<file path="src/rtl/pe_pkg.sv">
// pe_pkg: shared constants and reader state encoding for the PE result register bank.
package pe_pkg;
    localparam int PE_DATA_WIDTH = 32;
    localparam int PE_NUM        = 8;
    typedef enum logic [1:0] {IDLE, FETCH, LATCH, SEND} reader_state_t;
endpackage

</file>
<file path="src/rtl/pe_result_reader.sv">
// pe_result_reader: drains NUM_PE result registers through a 1-cycle read port onto a valid/ready stream.
// Define PE_READER_CLR_EN to add clr_en, zeroing each register the cycle after its word is accepted.
module pe_result_reader
    import pe_pkg::*;
#(
    parameter int  WIDTH  = PE_DATA_WIDTH,
    parameter int  NUM_PE = PE_NUM,
    localparam int IDX_W  = (NUM_PE > 1) ? $clog2(NUM_PE) : 1
) (
    input  logic             clk,
    input  logic             reset,
    input  logic             start,
    output logic             busy,
    output logic             rd_en,
    output logic [IDX_W-1:0] rd_idx,
    input  logic [WIDTH-1:0] rd_data,
    output logic             out_valid,
    input  logic             out_ready,
    output logic [WIDTH-1:0] out_data,
    output logic             out_last,
    output logic             done
`ifdef PE_READER_CLR_EN
    ,
    output logic             clr_en
`endif
);
    localparam logic [IDX_W-1:0] LAST_IDX = IDX_W'(NUM_PE - 1);

    reader_state_t    r_state;
    logic             r_busy, r_rd_en, r_out_valid, r_out_last, r_done;
    logic [IDX_W-1:0] r_rd_idx;
    logic [WIDTH-1:0] r_out_data;
    logic             w_last;

    assign w_last    = r_rd_idx == LAST_IDX;
    assign busy      = r_busy;
    assign rd_en     = r_rd_en;
    assign rd_idx    = r_rd_idx;
    assign out_valid = r_out_valid;
    assign out_data  = r_out_data;
    assign out_last  = r_out_last;
    assign done      = r_done;

`ifdef PE_READER_CLR_EN
    logic r_clr_en;
    assign clr_en = r_clr_en;
`endif

    always_ff @(posedge clk or posedge reset) begin
        if (reset) begin
            r_state     <= IDLE;
            r_busy      <= 1'b0;
            r_rd_en     <= 1'b0;
            r_rd_idx    <= '0;
            r_out_valid <= 1'b0;
            r_out_data  <= '0;
            r_out_last  <= 1'b0;
            r_done      <= 1'b0;
`ifdef PE_READER_CLR_EN
            r_clr_en    <= 1'b0;
`endif
        end else begin
            r_rd_en <= 1'b0;
            r_done  <= 1'b0;
`ifdef PE_READER_CLR_EN
            r_clr_en <= 1'b0;
`endif
            case (r_state)
                IDLE: if (start) begin
                    r_rd_idx <= '0;
                    r_rd_en  <= 1'b1;
                    r_busy   <= 1'b1;
                    r_state  <= FETCH;
                end
                FETCH: begin
`ifdef PE_READER_CLR_EN
                    // index advances only after the clear cycle so clr_en sees the accepted index
                    if (r_clr_en) begin
                        r_rd_idx <= r_rd_idx + IDX_W'(1);
                        r_rd_en  <= 1'b1;
                    end else
`endif
                    r_state <= LATCH;
                end
                LATCH: begin
                    r_out_data  <= rd_data;
                    r_out_valid <= 1'b1;
                    r_out_last  <= w_last;
                    r_state     <= SEND;
                end
                SEND: if (out_ready) begin
                    r_out_valid <= 1'b0;
                    r_out_last  <= 1'b0;
`ifdef PE_READER_CLR_EN
                    r_clr_en    <= 1'b1;
`endif
                    if (w_last) begin
                        r_done  <= 1'b1;
                        r_busy  <= 1'b0;
                        r_state <= IDLE;
                    end else begin
                        r_state <= FETCH;
`ifndef PE_READER_CLR_EN
                        r_rd_idx <= r_rd_idx + IDX_W'(1);
                        r_rd_en  <= 1'b1;
`endif
                    end
                end
                default: r_state <= IDLE;
            endcase
        end
    end
endmodule

</file>
<file path="config.mk">
export PLATFORM = sky130hd
export DESIGN_NAME = pe_result_reader
export DESIGN_NICKNAME = d
export VERILOG_FILES = /design/src/rtl/pe_pkg.sv /design/src/rtl/pe_result_reader.sv
export SDC_FILE = /design/constraint.sdc
export NUM_CORES = 1
export LEC_CHECK = 0
export CORE_MARGIN = 2
export CORE_UTILIZATION = 40
export CTS_CLUSTER_DIAMETER = 100
export DETAILED_ROUTE_END_ITERATION = 12
export GPL_TIMING_DRIVEN = 0
export PLACE_DENSITY_LB_ADDON = 0.1
export REMOVE_ABC_BUFFERS = 1
export SYNTH_ARGS = -nofsm -noshare
export SYNTH_HDL_FRONTEND = slang
export SYNTH_SLANG_ARGS = --single-unit
</file>
<file path="constraint.sdc">
create_clock -name clk -period 2.86 [get_ports clk]
set_input_delay 0.572 -clock clk [delete_from_list [all_inputs] [get_ports clk]]
set_output_delay 0.572 -clock clk [all_outputs]
set_load 0.1 [all_outputs]
</file>
==> impl_metrics.tcl <==
set metrics [dict create \
    status "finished clean" \
    h-tree-depth 2 \
    crit_path_max_fanout 4 \
    synth_cell_type_count 20 \
    crit_family "buffers and inverters" \
    grt_max_degree 43 \
    die-area_um2 5014 \
    layout_common_cells "clkdlybuf4s50_1 (75), dfrtp_1 (42), mux2_2 (32)" \
    vias_per_cell 4.730 \
    ios 76 \
    synthesis.area_um2 1785 \
    endpoint_kind "output port" \
    clk_pin_slew_ns 0.07 \
    grt_pass1_wl_um 6106 \
    met3_usage 0.04986 \
    grt_usage 0.1544 \
    wl_um 3626 \
    maxSlewViolCount 0 \
    num-nets-final 242 \
    grt_use_met2 0.2638 \
    cp-start-kind "flop" \
    start_util 0.4129 \
    tns_ns 0 \
    maxSlewHeadroom 0.3315 \
    dieWidth_um 70.81 \
    ant_nets 0 \
    coreArea_um2 4324 \
    grt_pass1_vias 1299 \
    worstSetupPathType "reg -> out" \
    worstPathArrival_ns 1.84 \
    cts_root_buffer "clkbuf_8" \
    cp.required_ns 2.29 \
    overflow 0 \
    drive_gt1_frac 0.2450 \
    final_area_um2 2664 \
    synth_area_per_cell_um2 14.63 \
    antenna_found_initial 0 \
    area_growth_pct 49.19 \
    cts_buffers 5 \
    cts_resized 0 \
    crit_chain "clkdlybuf4s50_1" \
    finalCritPeriodShare 0.8448 \
    busiest_layer "met2" \
    cts.sinks 42 \
    drc 0 \
    num_antenna_cells 0 \
    clk_latency_ns 0.28 \
    tritoncts "yes" \
    critical_path_buf_inv_count 1 \
    worstMarginPinSlew_ns 0.9996 \
    dr.pass1.iters 2 \
    grtUsageMet1 0.1870 \
    synthCells 122 \
    max_freq_mhz 413.9 \
    worst_path_largest_cell_delay_ns 1.16 \
    final_util 0.6160 \
    rows 24 \
    hold_viol_final 0 \
    gp_congestion 0.7629 \
    ys_seq_area_frac 0.5886 \
    cpMaxStageDelayCell "clkdlybuf4s50_1" \
    num_vias 1192 \
    finalSetupViolCount 0 \
    period_needed_ns 2.416 \
    holdBufCountCts 0 \
    drt_iter0_markers 23 \
    yosys_warnings 0 \
    placed_cell_area_um2 2570 \
    synth-seq-cells 42 \
    fp.dieH_um 70.81 \
    port-buffer-count 75 \
    postCtsSetupBuffers 0 \
    clockBufferDepth 2 \
    layout_commonest_cell "clkdlybuf4s50_1" \
    dp_hpwl_um 2664 \
    max-cap-violations 0 \
    finalClockSkew_ns 0.003994 \
    hold_path_class "reg -> reg" \
    routedWlPerCell_um 14.39 \
    rsz0062_at_grt "false" \
]
sequential cells by signal (all words and copies together), names as in the netlist:
name	flops
rd_en	1
out_last	1
out_data	32
done	1
r_state	2
busy	1
out_valid	1
rd_idx	3
per-stage QoR:
stage               hold slack, ns  cells  setup slack, ns
global placement            0.4885    244           0.4816
floorplan                   0.5129    117           0.5756
finish                      0.5060    252           0.4439
global route                0.5226    252           0.3874
detailed placement          0.4941    244           0.4872
CTS                         0.5117    252           0.4197
cell type report:
type / instances / area [µm²]
inverters: 6 / 22.52
repair buffers: 75 / 750.7
multi-input cells: 69 / 683.2
clock inverters: 1 / 5.005
flip-flops and latches: 42 / 1051
well taps: 52 / 65.06
clock buffers: 7 / 86.33
fillers: 363 / 1660
final timing paths:
path                             startpoint           end  slack, ns  cells after the start
worst max register to register    rd_idx[0]     rd_idx[0]       1.01                      5
max in group asynchronous             reset      out_last       1.53                      2
worst min register to register  out_data[7]   out_data[7]       0.51                      1
worst min-delay path            out_data[7]   out_data[7]       0.51                      1
min in group asynchronous             reset  out_data[10]       0.79                      2
worst max-delay path              rd_idx[0]     rd_idx[0]       0.44                      1
synth_stat cells:
cell type | number | area share
buf_6 | 1 | 0.0063
a21oi_1 | 2 | 0.0056
ha_1 | 7 | 0.049
a211oi_4 | 1 | 0.011
buf_2 | 4 | 0.011
mux2_4 | 2 | 0.017
mux2_2 | 32 | 0.20
nand3b_1 | 1 | 0.0042
nand2b_2 | 1 | 0.0049
and2b_4 | 2 | 0.011
dfrtp_1 | 42 | 0.59
and3_1 | 1 | 0.0035
nor2b_1 | 2 | 0.0070
o22ai_1 | 1 | 0.0035
nor2_1 | 4 | 0.0084
inv_1 | 6 | 0.013
o41ai_2 | 2 | 0.018
o21ai_0 | 3 | 0.0084
nand2_1 | 5 | 0.011
mux2i_1 | 3 | 0.017
logic make-up after synthesis:
family,Yosys count,synth area share
buf+inv,11,0.03013
flops,42,0.5886
mux,37,0.2355
compound gates,9,0.04695
simple gates,16,0.04976
fa+ha+maj,7,0.04905
per-layer routing:
layer / up-vias / part of all wire
li1: 568 / -
met1: 570 / 0.42
met2: 50 / 0.50
met3: 4 / 0.068
met4: 0 / 0.012
met5: - / 0
Power is left out: the tool's default activity adds up to more than one toggle a clock period on the data nets, which glitch-free logic cannot reach.
